## config.mk

```make
export PLATFORM = sky130hd
export DESIGN_NAME = daq_rate_switch_seq
export DESIGN_NICKNAME = d
export VERILOG_FILES = /design/src/rtl/daq_rate_switch_seq.sv
export SDC_FILE = /design/constraint.sdc
export NUM_CORES = 1
export LEC_CHECK = 0
export CORE_MARGIN = 2
export CORE_UTILIZATION = 47
export DETAILED_ROUTE_END_ITERATION = 10
export PLACE_DENSITY_LB_ADDON = 0.05
export SLEW_MARGIN = 15
export SYNTH_ARGS = -nofsm -noshare
export SYNTH_HDL_FRONTEND = slang
export SYNTH_SLANG_ARGS = --single-unit
```

## constraint.sdc

```tcl
create_clock -name CLK -period 2 [get_ports CLK]
set_clock_uncertainty 0.05 [all_clocks]
set_input_delay 0.4 -clock CLK [delete_from_list [all_inputs] [get_ports CLK]]
set_output_delay 0.4 -clock CLK [all_outputs]
set_load 0.02 [all_outputs]
```

## src/rtl/daq_rate_switch_seq.sv

```systemverilog
// daq_rate_switch_seq: link-rate change sequencer (TX rate, divider init, PCS reset).
// Define DAQ_RATE_TMO_EN to enable the handshake timeout and the FAIL state.
module daq_rate_switch_seq #(
   parameter int NRATES   = 4,
   parameter int RST_RATE = 0,
   parameter int WAIT_CYC = 4,
   parameter int TMO_CYC  = 1023
) (
   input  logic              CLK,
   input  logic              RST,
   input  logic [2:0]        REQ_RATE,
   input  logic              TXRATEDONE,
   input  logic              CDV_DONE,
   output logic [2:0]        ACTIVE_RATE,
   output logic [NRATES-1:0] RATE_OH,
   output logic [2:0]        TX_RATE,
   output logic              CDV_INIT,
   output logic              PCSRST,
   output logic              BUSY,
   output logic              ERR,
   output logic [2:0]        SEQ_STATE
);

   typedef enum logic [2:0] {
      IDLE   = 3'd0,
      REFCLK = 3'd1,
      WRDCLK = 3'd2,
      RSTCDV = 3'd3,
      RSTPCS = 3'd4,
      FAIL   = 3'd5
   } state_t;

`ifdef DAQ_RATE_TMO_EN
   localparam bit TMO_EN = 1'b1;
`else
   localparam bit TMO_EN = 1'b0;
`endif

   localparam logic [3:0] NR    = 4'(NRATES);
   localparam logic [2:0] RR    = 3'(RST_RATE);
   localparam logic [9:0] WLAST = 10'(WAIT_CYC - 1);
   localparam logic [9:0] TLIM  = 10'(TMO_CYC);

   state_t     state;
   state_t     nxt_state;
   logic [9:0] cnt;
   logic [9:0] nxt_cnt;
   logic [9:0] cnt_inc;
   logic [2:0] target;
   logic [2:0] nxt_target;
   logic [2:0] nxt_active;
   logic       req_ok;
   logic       tmo_hit;
   logic       switching;

   function automatic logic [NRATES-1:0] onehot(input logic [2:0] idx);
      logic [NRATES-1:0] v;
      v = '0;
      for (int i = 0; i < NRATES; i++) begin
         v[i] = (idx == 3'(i));
      end
      return v;
   endfunction

   assign cnt_inc = (cnt == 10'h3FF) ? cnt : cnt + 10'd1;
   assign req_ok  = ({1'b0, REQ_RATE} < NR) && (REQ_RATE != ACTIVE_RATE);
   assign tmo_hit = TMO_EN && (cnt_inc >= TLIM);

   assign switching = (nxt_state == REFCLK) || (nxt_state == WRDCLK) ||
                      (nxt_state == RSTCDV) || (nxt_state == RSTPCS);

   // Next-state, counter, target and committed-rate decode.
   always_comb begin
      nxt_state  = state;
      nxt_cnt    = cnt;
      nxt_target = target;
      nxt_active = ACTIVE_RATE;
      case (state)
         IDLE: begin
            if (req_ok) begin
               nxt_state  = REFCLK;
               nxt_target = REQ_RATE;
               nxt_cnt    = '0;
            end
         end
         REFCLK: begin
            if (TXRATEDONE) begin
               nxt_state = WRDCLK;
               nxt_cnt   = '0;
            end else if (tmo_hit) begin
               nxt_state = FAIL;
               nxt_cnt   = '0;
            end else if (TMO_EN) begin
               nxt_cnt = cnt_inc;
            end
         end
         WRDCLK: begin
            if (cnt >= WLAST) begin
               nxt_state = RSTCDV;
               nxt_cnt   = '0;
            end else begin
               nxt_cnt = cnt_inc;
            end
         end
         RSTCDV: begin
            if (CDV_DONE) begin
               nxt_state = RSTPCS;
               nxt_cnt   = '0;
            end else if (tmo_hit) begin
               nxt_state = FAIL;
               nxt_cnt   = '0;
            end else if (TMO_EN) begin
               nxt_cnt = cnt_inc;
            end
         end
         RSTPCS: begin
            if (cnt >= WLAST) begin
               nxt_state  = IDLE;
               nxt_active = target;
               nxt_cnt    = '0;
            end else begin
               nxt_cnt = cnt_inc;
            end
         end
         FAIL: begin
            if (REQ_RATE == ACTIVE_RATE) begin
               nxt_state = IDLE;
               nxt_cnt   = '0;
            end
         end
         default: begin
            nxt_state = IDLE;
            nxt_cnt   = '0;
         end
      endcase
   end

   // State register with outputs decoded from the next state.
   always_ff @(posedge CLK or posedge RST) begin
      if (RST) begin
         state       <= IDLE;
         cnt         <= '0;
         target      <= RR;
         ACTIVE_RATE <= RR;
         TX_RATE     <= RR;
         RATE_OH     <= onehot(RR);
         CDV_INIT    <= 1'b0;
         PCSRST      <= 1'b0;
         BUSY        <= 1'b0;
         ERR         <= 1'b0;
         SEQ_STATE   <= IDLE;
      end else begin
         state       <= nxt_state;
         cnt         <= nxt_cnt;
         target      <= nxt_target;
         ACTIVE_RATE <= nxt_active;
         TX_RATE     <= switching ? nxt_target : nxt_active;
         RATE_OH     <= (nxt_state == IDLE) ? onehot(nxt_active) : '0;
         CDV_INIT    <= (nxt_state == REFCLK) || (nxt_state == WRDCLK);
         PCSRST      <= (nxt_state == RSTPCS);
         BUSY        <= (nxt_state != IDLE);
         ERR         <= TMO_EN && (nxt_state == FAIL);
         SEQ_STATE   <= nxt_state;
      end
   end

endmodule

```

== Yosys cells after proc, flatten, opt, wreduce, memory -nomap -nowiden ==
Cells that the tools add are included.

* Logic and storage cells: 62
* Output and inout port bits: 17
* Register bits: 29
* Bits of input ports: 7

* Equal/unequal tests: 20
* Mux-type cells: 20
* Order comparisons: 2
* Reductions and logical operators: 10
* Add/sub/neg operators: 1

{| class="wikitable"
|+ Operators by type and width
! kind !! number
|-
| 10-bit 2-to-1 mux || 6
|-
| 10-bit case mux with 5 select lines || 1
|-
| 3-bit 2-to-1 mux || 11
|-
| 3-bit by 2-bit equality test with 1-bit output (second input constant) || 6
|-
| 3-bit case mux with 6 select lines || 1
|-
| 10-bit by 1-bit adder with 10-bit output (second input constant) || 1
|-
| 10-bit equality test (second input constant) || 1
|-
| 10-bit by 2-bit greater-or-equal comparator with 1-bit output (second input constant) || 1
|-
| 3-bit by 1-bit equality test with 1-bit output (second input constant) || 3
|-
| 3-bit equality test (second input constant) || 3
|-
| 3-bit logical NOT || 3
|-
| 2-bit != test (second input constant) || 4
|-
| 5-bit AND reduction || 1
|-
| 4-bit 2-to-1 mux || 1
|-
| 3-bit equality test || 1
|-
| 1-bit logical OR || 3
|-
| 3-bit < comparator (second input constant) || 1
|-
| 3-bit by 2-bit != test with 1-bit output (second input constant) || 1
|-
| 3-bit != test || 1
|-
| 3-bit nonzero test || 1
|-
| 2-bit OR reduction || 1
|-
| 1-bit logical AND || 1
|}

== Longest topological paths before layout ==
Gate-level depths: netlist of the first run.

* Depth in word-level cells: 9
* Gate-level depth with buffers: 8
* Mapped depth without buffers: 6

== Least setup slack after synthesis of the first run ==
No wires, ideal clock.

* Path kind: reg-to-reg
* From: register state[1]
* To: register cnt[8]
* Buffers on the path: 3
* Stages on the path, launching flop included: 9
* Slack: -0.143 ns
* Data arrival time: 1.974 ns
* Period minus slack after synthesis: 2.143 ns
* Setup time: 0.119 ns
* Required time: 1.831 ns
* Cell sequence: dfrtp_1 -> buf_6 -> mux2i_1 -> and3_1 -> or3b_1 -> buf_6 -> or3b_1 -> buf_2 -> o21a_1

* Longest elaborated chain between the ends: 4
* Elaborated cells between the ends (all ways): 14
* Classes of those cells: eq/ne (10); mux (1); reduce/logical (3)

{| class="wikitable"
|+ RTL lines
! item !! RTL line !! text
|-
| start, declared || 44 || <nowiki>state_t state;</nowiki>
|-
| start signal, assigned || 153 || <nowiki>state <= nxt_state;</nowiki>
|-
| 3-bit equality test / 3-bit by 2-bit equality test with 1-bit output (equally long branches) || 78 || <nowiki>case (state)</nowiki>
|-
| 2-bit OR reduction (no line) || - ||
|-
| 3-bit by 2-bit != test with 1-bit output (no line) || - ||
|-
| 5-bit AND reduction (no line) || - ||
|-
| end signal, assigned || 154 || <nowiki>cnt <= nxt_cnt;</nowiki>
|-
| end, declared || 46 || <nowiki>logic [9:0] cnt;</nowiki>
|}

Parallel ways exist; a longest one is shown, timed or not.
A chain may end at the register's enable or synchronous reset.

== Worst setup path in the final report of the first run ==
* From: input CDV_DONE
* To: register cnt[6]

* Longest elaborated chain between the ends: 2

{| class="wikitable"
|+ RTL lines
! item !! RTL line !! text
|-
| start, declared || 13 || <nowiki>input logic CDV_DONE,</nowiki>
|-
| 2-bit != test (no line) || - ||
|-
| 5-bit AND reduction (no line) || - ||
|}

No other way between the ends.

==> metrics.txt, run 1 <==
arrival time worst endpoint=around 2200 ps; max cap viols=0; Hold/Removal Path Class=in -> async; CP Data Required Time=2210 ps; Post-synth EDFFs=0; # rows=20; clock buffer count from CTS=5; r2r worst-path depth=6; DRT antenna net count=0; synth top area cells=dfrtp_1 47%, mux2_2 3.8%, nand2_1 3.3%; Synth top area share=0.4734; Max clock buf depth=2; Fmax achieved=~510 MHz; fill count=approximately 250; Max IR drop VDD=0.0006051 V; area delta synth->final=34.66%; Top delay family on crit path=simple AND/OR/NAND/NOR gates; Final setup viols=0; number of port buffers=22; Crit path largest cell delay=500 ps; top-count cell post-synth=dfrtp_1; routed via count=roughly 1300; synth cell count leaders=28 x dfrtp_1, 13 x nand2_1, 12 x nor2_1; TritonCTS clock tree=yes; hold_buf cts=0; critical path endpoint=cnt[6]$_DFFE_PP0P_; #FFs+latches synth=29; period utilization=0.9768; final hold slack=roughly 380 ps; DRT Pass-1 Iters=4; largest net degree at the start of global routing=30; FF/Latch Area=729.5 µm²; WL/cell=about 14 µm; pwr dens=about 1300 mW/mm²; TritonCTS Sinks=29; worst-path cell chain=clkdlybuf4s50_1 -> mux2i_1 -> and3_1 -> or3b_1 -> buf_4 -> nor4_2 -> o21a_1; Distinct cells, synth=43; CP max FO=9; Pleak=0.8978 nW; Die Wd=60.12 µm; Die Y=between 60 and 70 µm; diodes inserted=0; R2R Path Start=state[1]$_DFF_PP0_; syn avg cell area=~10 µm²; # DRC=0; r2r setup slk=about 80 ps; initial antenna violation count=0; starting density of the core=0.4888; routability congestion estimate=approximately 0.86; Synth warnings=0; Root Buffer=clkbuf_4; Detailed Route WL=about 3.4 mm; total congestion overflow=0; share of cells above drive strength 1=0.2551; critical path class=in -> reg; Final nets=around 200; Syn Std Cell Area=0.001480 mm²; fin. max-slew vios=0; Via density=about 5.2; outcome=finished, final reports clean; CP bufs+invs=2; vias in the first global route=1299; core box area=0.003028 mm²; Critical Path Slowest Stage Cell=clkdlybuf4s50_1; Crit path depth=7; global-route wire length before repair=5.754 mm; post-synthesis cell count=roughly 150; Crit. End Element=register; dpl hpwl=~2.6 mm; area leader, netlist=dfrtp_1; Async SR Flop Fraction=1.000; Clock transition at path regs=~90 ps; Final min period=between 1500 and 2000 ps; IO Pins=24; prevailing post-synth register cell=dfrtp_1; Skew-Pair Late Insertion Delay=~320 ps; unrepaired setup endpoints after global routing=true; H-tree levels=2; crit path from=CDV_DONE; Post-Route Utilization=0.6583; FF-to-FF End=cnt[6]$_DFFE_PP0P_; Initial DRC Count=36; CP startpoint kind=input pin; Multi-input gate area=between 700 and 800 µm²; fraction of the yosys area taken by sequential cells=0.4911; DIE AREA=0.003614 mm²; GRT Util Overall=0.2180; syn nets=154; Fin. Hold Viols=0
==> cell type report <==
cell class,instances,area share
flip-flops and latches,29,0.3660
multi-input cells,104,0.3528
repair buffers,49,0.2128
clock buffers,8,0.02950
well taps,44,0.02762
inverters,6,0.01130
==> logic make-up after synthesis <==
logic type,after synthesis,share of synthesized area
flops,29,0.4911
xor+xnor,3,0.02790
other cells,1,0.002533
fa+ha+maj,1,0.008452
compound gates,30,0.1395
mux,8,0.05832
simple gates,61,0.2223
buf+inv,13,0.04987
==> per-layer routing <==
layer | global-route usage | vias to the layer above | wire [µm]
li1 | - | 618 | -
met1 | 0.2595 | 598 | 1450
met2 | 0.3665 | 31 | 1746
met3 | 0.06494 | 5 | 163
met4 | 0.08571 | 0 | 50
met5 | 0 | - | 0
==> layout by cell type, fill, tap and decap left out, types with 2 or more instances in the layout <==
cell / count
a21oi_1: 4
a311oi_1: 2
a31oi_1: 2
buf_4: 27
clkbuf_1: 2
clkbuf_4: 5
clkdlybuf4s50_1: 20
dfrtp_1: 26
dfrtp_2: 2
inv_1: 6
mux2_2: 5
mux2i_1: 3
nand2_1: 13
nand2b_1: 3
nand3_1: 4
nand3b_1: 2
nor2_1: 12
nor2b_1: 3
nor3_1: 8
nor3b_1: 2
o21a_1: 6
o21ai_0: 8
o22ai_1: 3
xnor2_2: 2
==> worst min-delay path, delay by kind of cell <==
| kind | cells | cell delay (ps) |
|---|---|---|
| buffers and inverters | 3 | 770 |
==> worst min-delay path by stage <==
stage,start,endpoint,cells after the start
5_1_grt,RST,CDV_INIT$_DFF_PP0_,3
6_report,RST,BUSY$_DFF_PP0_,3
4_1_cts,RST,cnt[7]$_DFFE_PP0P_,3
2_1_floorplan,cnt[9]$_DFFE_PP0P_,cnt[9]$_DFFE_PP0P_,1
3_5_place_dp,cnt[9]$_DFFE_PP0P_,cnt[9]$_DFFE_PP0P_,1
3_3_place_gp,cnt[9]$_DFFE_PP0P_,cnt[9]$_DFFE_PP0P_,1
==> per-stage QoR <==
step | setup slack, ps | power [mW] | cell area [µm²] | setup TNS [ps] | std cells
4_1_cts | 5.319 | 2.569 | 1962 | 0 | 239
2_1_floorplan | -83.55 | 1.639 | 1486 | -503.6 | 146
6_report | 46.36 | 2.569 | 1993 | 0 | 240
3_3_place_gp | -298.0 | 2.149 | 1902 | -4087 | 231
5_1_grt | -38.24 | 2.764 | 1993 | -142.0 | 240
3_5_place_dp | -359.2 | 2.176 | 1902 | -5299 | 231
==> power breakdown <==
part           total [mW]  switching, mW  internal [mW]
combinational        1.36          0.690          0.667
clock               0.364          0.191          0.173
sequential          0.848          0.111          0.737
==> flip-flops by register name, indices dropped and copies added, names as in the netlist <==
signal and flops:
ACTIVE_RATE 3, BUSY 1, CDV_INIT 1, PCSRST 1
RATE_OH 4, TX_RATE 3, cnt 10, state 3
target 3
==> repair_timing <==
action	in CTS	in global routing
pin swaps	0	1
setup buffers	0	1
resized for setup	2	4
hold endpoints to repair	0	0
setup endpoints to repair	4	12
(Power assumes the default switching activity.)
==> run 2, diff against run 1 <==
--- a/config.mk
+++ b/config.mk
@@ -8,7 +8,7 @@
 export CORE_MARGIN = 2
 export CORE_UTILIZATION = 47
 export DETAILED_ROUTE_END_ITERATION = 10
-export PLACE_DENSITY_LB_ADDON = 0.05
+export PLACE_DENSITY_LB_ADDON = 0.3
 export SLEW_MARGIN = 15
 export SYNTH_ARGS = -nofsm -noshare
 export SYNTH_HDL_FRONTEND = slang
==> run 2 against run 1 <==
Die area stayed put. Total power is 1.4% higher. Combinational power is 4% higher. Largest power group unchanged.
==> metrics.txt, run 2 (synthesis gave the netlist of run 1 again) <==
most frequent cells in the layout=28 x buf_4, 25 x dfrtp_1, 18 x clkdlybuf4s50_1; Crit. End Element=register; commonest non-fill, non-tap cell in the layout=buf_4; r2r setup slk=50 ps (-30 ps); Die Wd=60.12 µm (unchanged); Root Buffer=clkbuf_4; critical path endpoint=cnt[8]$_DFFE_PP0P_; FF-to-FF End=cnt[8]$_DFFE_PP0P_; Skew-Pair Late Insertion Delay=320 ps (about the same); hold_buf cts=0 (unchanged); fin. max-slew vios=0 (unchanged); final worst slack=39.97 ps (-6.392 ps); total congestion overflow=0 (unchanged); dpl hpwl=2.600 mm (+1.9%); vias in the first global route=1280 (-1.5%); # DRC=0 (unchanged); crit path from=CDV_DONE; Clock transition at path regs=90 ps (about the same); Final nets=204 (+0.49%); starting density of the core=0.4888 (unchanged); Hold/Removal Path Class=in -> async; Biggest register=cnt; Final min period=1960 ps (+6.392 ps); GRT Util Overall=0.2097 (-0.008326); routed via count=1297 (+3.6%); Final setup viols=0 (unchanged); dpl ws=-366.1 ps (-6.918 ps); TritonCTS Sinks=29 (unchanged); global-route wire length before repair=5.561 mm (-3.4%); Detailed Route WL=3.643 mm (+6.8%); largest net degree at the start of global routing=30 (unchanged); Via density=5.382 (+3.2%); CP Data Required Time=2210 ps (about the same); Die Y=60.12 µm (unchanged); DRT antenna net count=0 (unchanged); Initial DRC Count=143 (+300%); Max IR drop VDD=0.0008911 V (+47%); DIE AREA=0.003614 mm² (unchanged); Pleak=0.9417 nW (+4.9%); CP max FO=9 (unchanged); TritonCTS clock tree=yes; R2R Path Start=state[1]$_DFF_PP0_; DRT Pass-1 Iters=4 (unchanged); max reg flops=10 (unchanged); core box area=0.003028 mm² (unchanged); share of cells above drive strength 1=0.2944 (+0.03931); WL/cell=15.12 µm (+6.4%); initial antenna violation count=0 (unchanged); routability congestion estimate=0.9733 (+14%); max cap viols=0 (unchanged); H-tree levels=2 (unchanged); largest registers=cnt x10, RATE_OH x4; number of port buffers=22 (unchanged); arrival time worst endpoint=2170 ps (about the same); Fmax achieved=510.2 MHz (-0.33%); period utilization=0.9800 (+0.003196); CP startpoint kind=input pin; Post-Route Utilization=0.6678 (+0.009505); # rows=20 (unchanged); critical path class=in -> reg; clock buffer count from CTS=5 (unchanged); diodes inserted=0 (unchanged); pwr dens=1289 mW/mm² (about the same); Max clock buf depth=2 (unchanged); r2r worst-path depth=6 (unchanged); outcome=finished, final reports clean; IO Pins=24 (unchanged); Fin. Hold Viols=0 (unchanged); area delta synth->final=36.60%
run 2: worst min-delay path by stage:
stage / depth (start not counted) / endpoint / from
5_1_grt: 3 / cnt[1]$_DFFE_PP0P_ / RST
6_report: 3 / cnt[1]$_DFFE_PP0P_ / RST
2_1_floorplan: 1 / cnt[9]$_DFFE_PP0P_ / cnt[9]$_DFFE_PP0P_
3_5_place_dp: 1 / cnt[9]$_DFFE_PP0P_ / cnt[9]$_DFFE_PP0P_
3_3_place_gp: 1 / cnt[9]$_DFFE_PP0P_ / cnt[9]$_DFFE_PP0P_
4_1_cts: 3 / BUSY$_DFF_PP0_ / RST
run 2: worst max-delay path, cell delays in order:
cell             delay [ps]
clkdlybuf4s50_1         480
mux2i_1                  80
and3_1                  170
or3b_1                  390
buf_4                   180
nor4b_2                 310
o21a_1                  150
run 2: metal layers:
layer  routed length, µm  GRT usage  part of all wire  up-vias
met2                1932     0.3634              0.53       45
met1                1479     0.2472              0.41      627
li1                    -          -                 -      621
met3                 198    0.04762             0.054        4
met5                   0          0                 0        -
met4                  32    0.08889            0.0088        0
run 2: where the power goes:
| group | internal (mW) | switching, mW | leakage [nW] |
|---|---|---|---|
| Sequential | 0.739 | 0.127 | 0.379 |
| Clock | 0.140 | 0.186 | 0.0265 |
| Combinational | 0.712 | 0.702 | 0.536 |
run 2: layout make-up:
type                            instances  area (µm²)
Fill cell                             255        1006
Sequential cell                        29       730.7
Tap cell                               44       55.05
Timing Repair Buffer                   50       440.4
Inverter                                6       22.52
Multi-Input combinational cell        104       724.4
Clock buffer                            8       48.80
run 2: repair_timing:
action / 4_1_cts / 5_1_grt
pin swaps: 0 / 2
buffers inserted: 0 / 2
gates resized for setup: 1 / 16
endpoints found under the setup margin: 1 / 16
run 2: per-stage QoR:
stage	area [µm²]	hold WS (ps)	instances	setup TNS, ps	power (mW)
finish	2022	378.8	241	0	2.606
global route	2022	394.6	241	-117.3	2.776
CTS	1956	392.0	239	0	2.554
detailed placement	1902	445.1	231	-4657	2.207
global placement	1902	432.6	231	-3788	2.175
floorplan	1486	414.9	146	-503.6	1.639
==> run 3, diff against run 2 <==
--- a/config.mk
+++ b/config.mk
@@ -5,6 +5,7 @@
 export SDC_FILE = /design/constraint.sdc
 export NUM_CORES = 1
 export LEC_CHECK = 0
+export CORE_ASPECT_RATIO = 0.75
 export CORE_MARGIN = 2
 export CORE_UTILIZATION = 47
 export DETAILED_ROUTE_END_ITERATION = 10
==> run 3 against run 2 <==
Via count down 1.9%. Design area grew 0.93%. Die area increased by 0.12%. Sequential power barely moved. Critical path type is now reg -> reg. Global-route usage grew 1.3 points. Clock power up 62%. First-iteration DRC count shrank 45%.
==> metrics.txt, run 3 (synthesis gave the netlist of run 1 again) <==
outcome=finished, final reports clean; Pwr Total=2.752 mW (+5.6%); Critical Path Slowest Stage Cell=dfrtp_2; share of cells above drive strength 1=0.2917 (-0.002750); largest net degree at the start of global routing=30 (unchanged); most frequent cells in the layout=25 x dfrtp_1, 23 x buf_4, 17 x clkdlybuf4s50_1; Max IR drop VDD=0.0007377 V (-17%); # DRC=0 (unchanged); pwr dens=1349 mW/mm² (+4.6%); Die Y=52.60 µm (-13%); routed via count=1273 (-1.9%); global-route wire length before repair=5.706 mm (+2.6%); Skew-Pair Late Insertion Delay=280 ps (-40 ps); vias in the first global route=1232 (-3.8%); Fin. Hold Viols=0 (unchanged); Most Crowded Layer GR=met2; period utilization=0.9734 (-0.006570); Final setup viols=0 (unchanged); cell mode on critical path=or3b_4; initial antenna violation count=0 (unchanged); Final min period=1947 ps (-13.14 ps); FF/Latch Area=730.7 µm² (unchanged); final worst slack=53.11 ps (+13.14 ps); fill count=245 (-3.9%); CP Data Required Time=2120 ps (-90 ps); max reg flops=10 (unchanged); dpl ws=-365.3 ps (+0.8080 ps); DIE AREA=0.003619 mm² (+0.12%); DRT Pass-1 Iters=4 (unchanged); final hold slack=409.5 ps (+30.68 ps); met3 usage=0.05376 (+0.006144); Detailed Route WL=3.434 mm (-5.7%); clock buffer count from CTS=5 (unchanged); CP startpoint kind=register; DRT antenna net count=0 (unchanged); CP max FO=7 (-2); TNS Setup=0 ps (unchanged); diodes inserted=0 (unchanged); Multi-input gate area=733.2 µm² (+1.2%); post-route cell area=0.002041 mm² (+0.93%); fin. max-slew vios=0 (unchanged); dpl hpwl=2.518 mm (-3.2%); IO Pins=24 (unchanged); Pleak=0.9343 nW (-0.79%); worst-path cell chain=mux2i_1 -> and3_1 -> or3b_4 -> or3b_4 -> o21a_1; routability congestion estimate=0.8714 (-10%); Via density=5.535 (+2.8%); TritonCTS clock tree=yes; met1 Use GR=0.3055 (+0.05824); core box area=0.002978 mm² (-1.7%); commonest non-fill, non-tap cell in the layout=dfrtp_1; Fmax achieved=513.6 MHz (+0.67%); Biggest register=cnt; Hold/Removal Path Class=in -> reg; DP Area=0.001872 mm² (-1.6%); TritonCTS Sinks=29 (unchanged); # rows=17 (-15%); starting density of the core=0.4971 (+0.008216); postcts setup bufs=0 (unchanged); largest registers=cnt x10, RATE_OH x4; critical path class=reg -> reg; Root Buffer=clkbuf_8; unrepaired setup endpoints after global routing=false; area delta synth->final=37.87%; Crit. End Element=register; Initial DRC Count=79 (-45%); max cap viols=0 (unchanged); GR Util met2=0.3381 (-0.02521); H-tree levels=2 (unchanged); total congestion overflow=0 (unchanged); Die Wd=68.80 µm (+14%); Post-Route Utilization=0.6853 (+0.01753); WL/cell=14.93 µm (-1.2%); GRT Util Overall=0.2228 (+0.01314); Max clock buf depth=2 (unchanged); Crit path largest cell delay=460 ps (-20 ps); Clock transition at path regs=60 ps (-30 ps); Final Instance Count excl. Fillers=230 (-4.6%); number of port buffers=22 (unchanged); Final nets=199 (-2.5%); arrival time worst endpoint=2070 ps (-100 ps); Post-Place Cells=222 (-3.9%)
run 3: changes by cell type in the layout (fill, tap and decap cells not counted), moves of 2 or more:
cell,delta
buf_4,-5
clkbuf_1,-3
clkbuf_4,-5
clkbuf_8,+7
o21ai_0,+2
o21ai_1,-2
run 3: cell type report:
type | instances | share of cell area
clock inverter | 1 | 0.002452
timing repair buffer | 45 | 0.1987
clock buffer | 7 | 0.04721
sequential | 29 | 0.3581
inverter | 6 | 0.01104
multi-input combinational | 104 | 0.3593
tap | 38 | 0.02330
run 3: routing by layer:
layer / share of wire / vias to the layer above
met2: 0.47 / 29
li1: - / 609
met3: 0.052 / 7
met5: 0 / -
met4: 0.0096 / 0
met1: 0.46 / 628
run 3: worst paths after layout:
check                                        start              endpoint  slack [ps]  cells after the start
worst max register to register  state[1]$_DFF_PP0_    cnt[5]$_DFFE_PP0P_          50                      5
worst min register to register  cnt[9]$_DFFE_PP0P_    cnt[9]$_DFFE_PP0P_         470                      1
min in group asynchronous                      RST    state[1]$_DFF_PP0_         430                      3
worst max-delay path            state[1]$_DFF_PP0_    cnt[5]$_DFFE_PP0P_          50                      5
worst min-delay path                   REQ_RATE[1]   target[1]$_DFF_PP0_         410                      3
max in group asynchronous                      RST  RATE_OH[0]$_DFF_PP1_        1160                      3
run 3: power by group:
part	leakage [nW]	total, mW	switching (mW)	internal [mW]
logic	0.501	1.36	0.697	0.661
clock network	0.0542	0.529	0.218	0.310
registers	0.379	0.865	0.124	0.741
run 3: what timing repair did:
item	CTS	global route
pin swaps	0	2
endpoints found under the setup margin	8	15
hold endpoints to repair	0	0
resized for setup	4	13
hold buffers	0	0
run 3: worst max-delay path: cells and delay by family (launching register included):
kind / cells / cell delay (ps)
simple gates: 3 / 1060
flops: 1 / 460
mux: 1 / 140
compound gates: 1 / 120
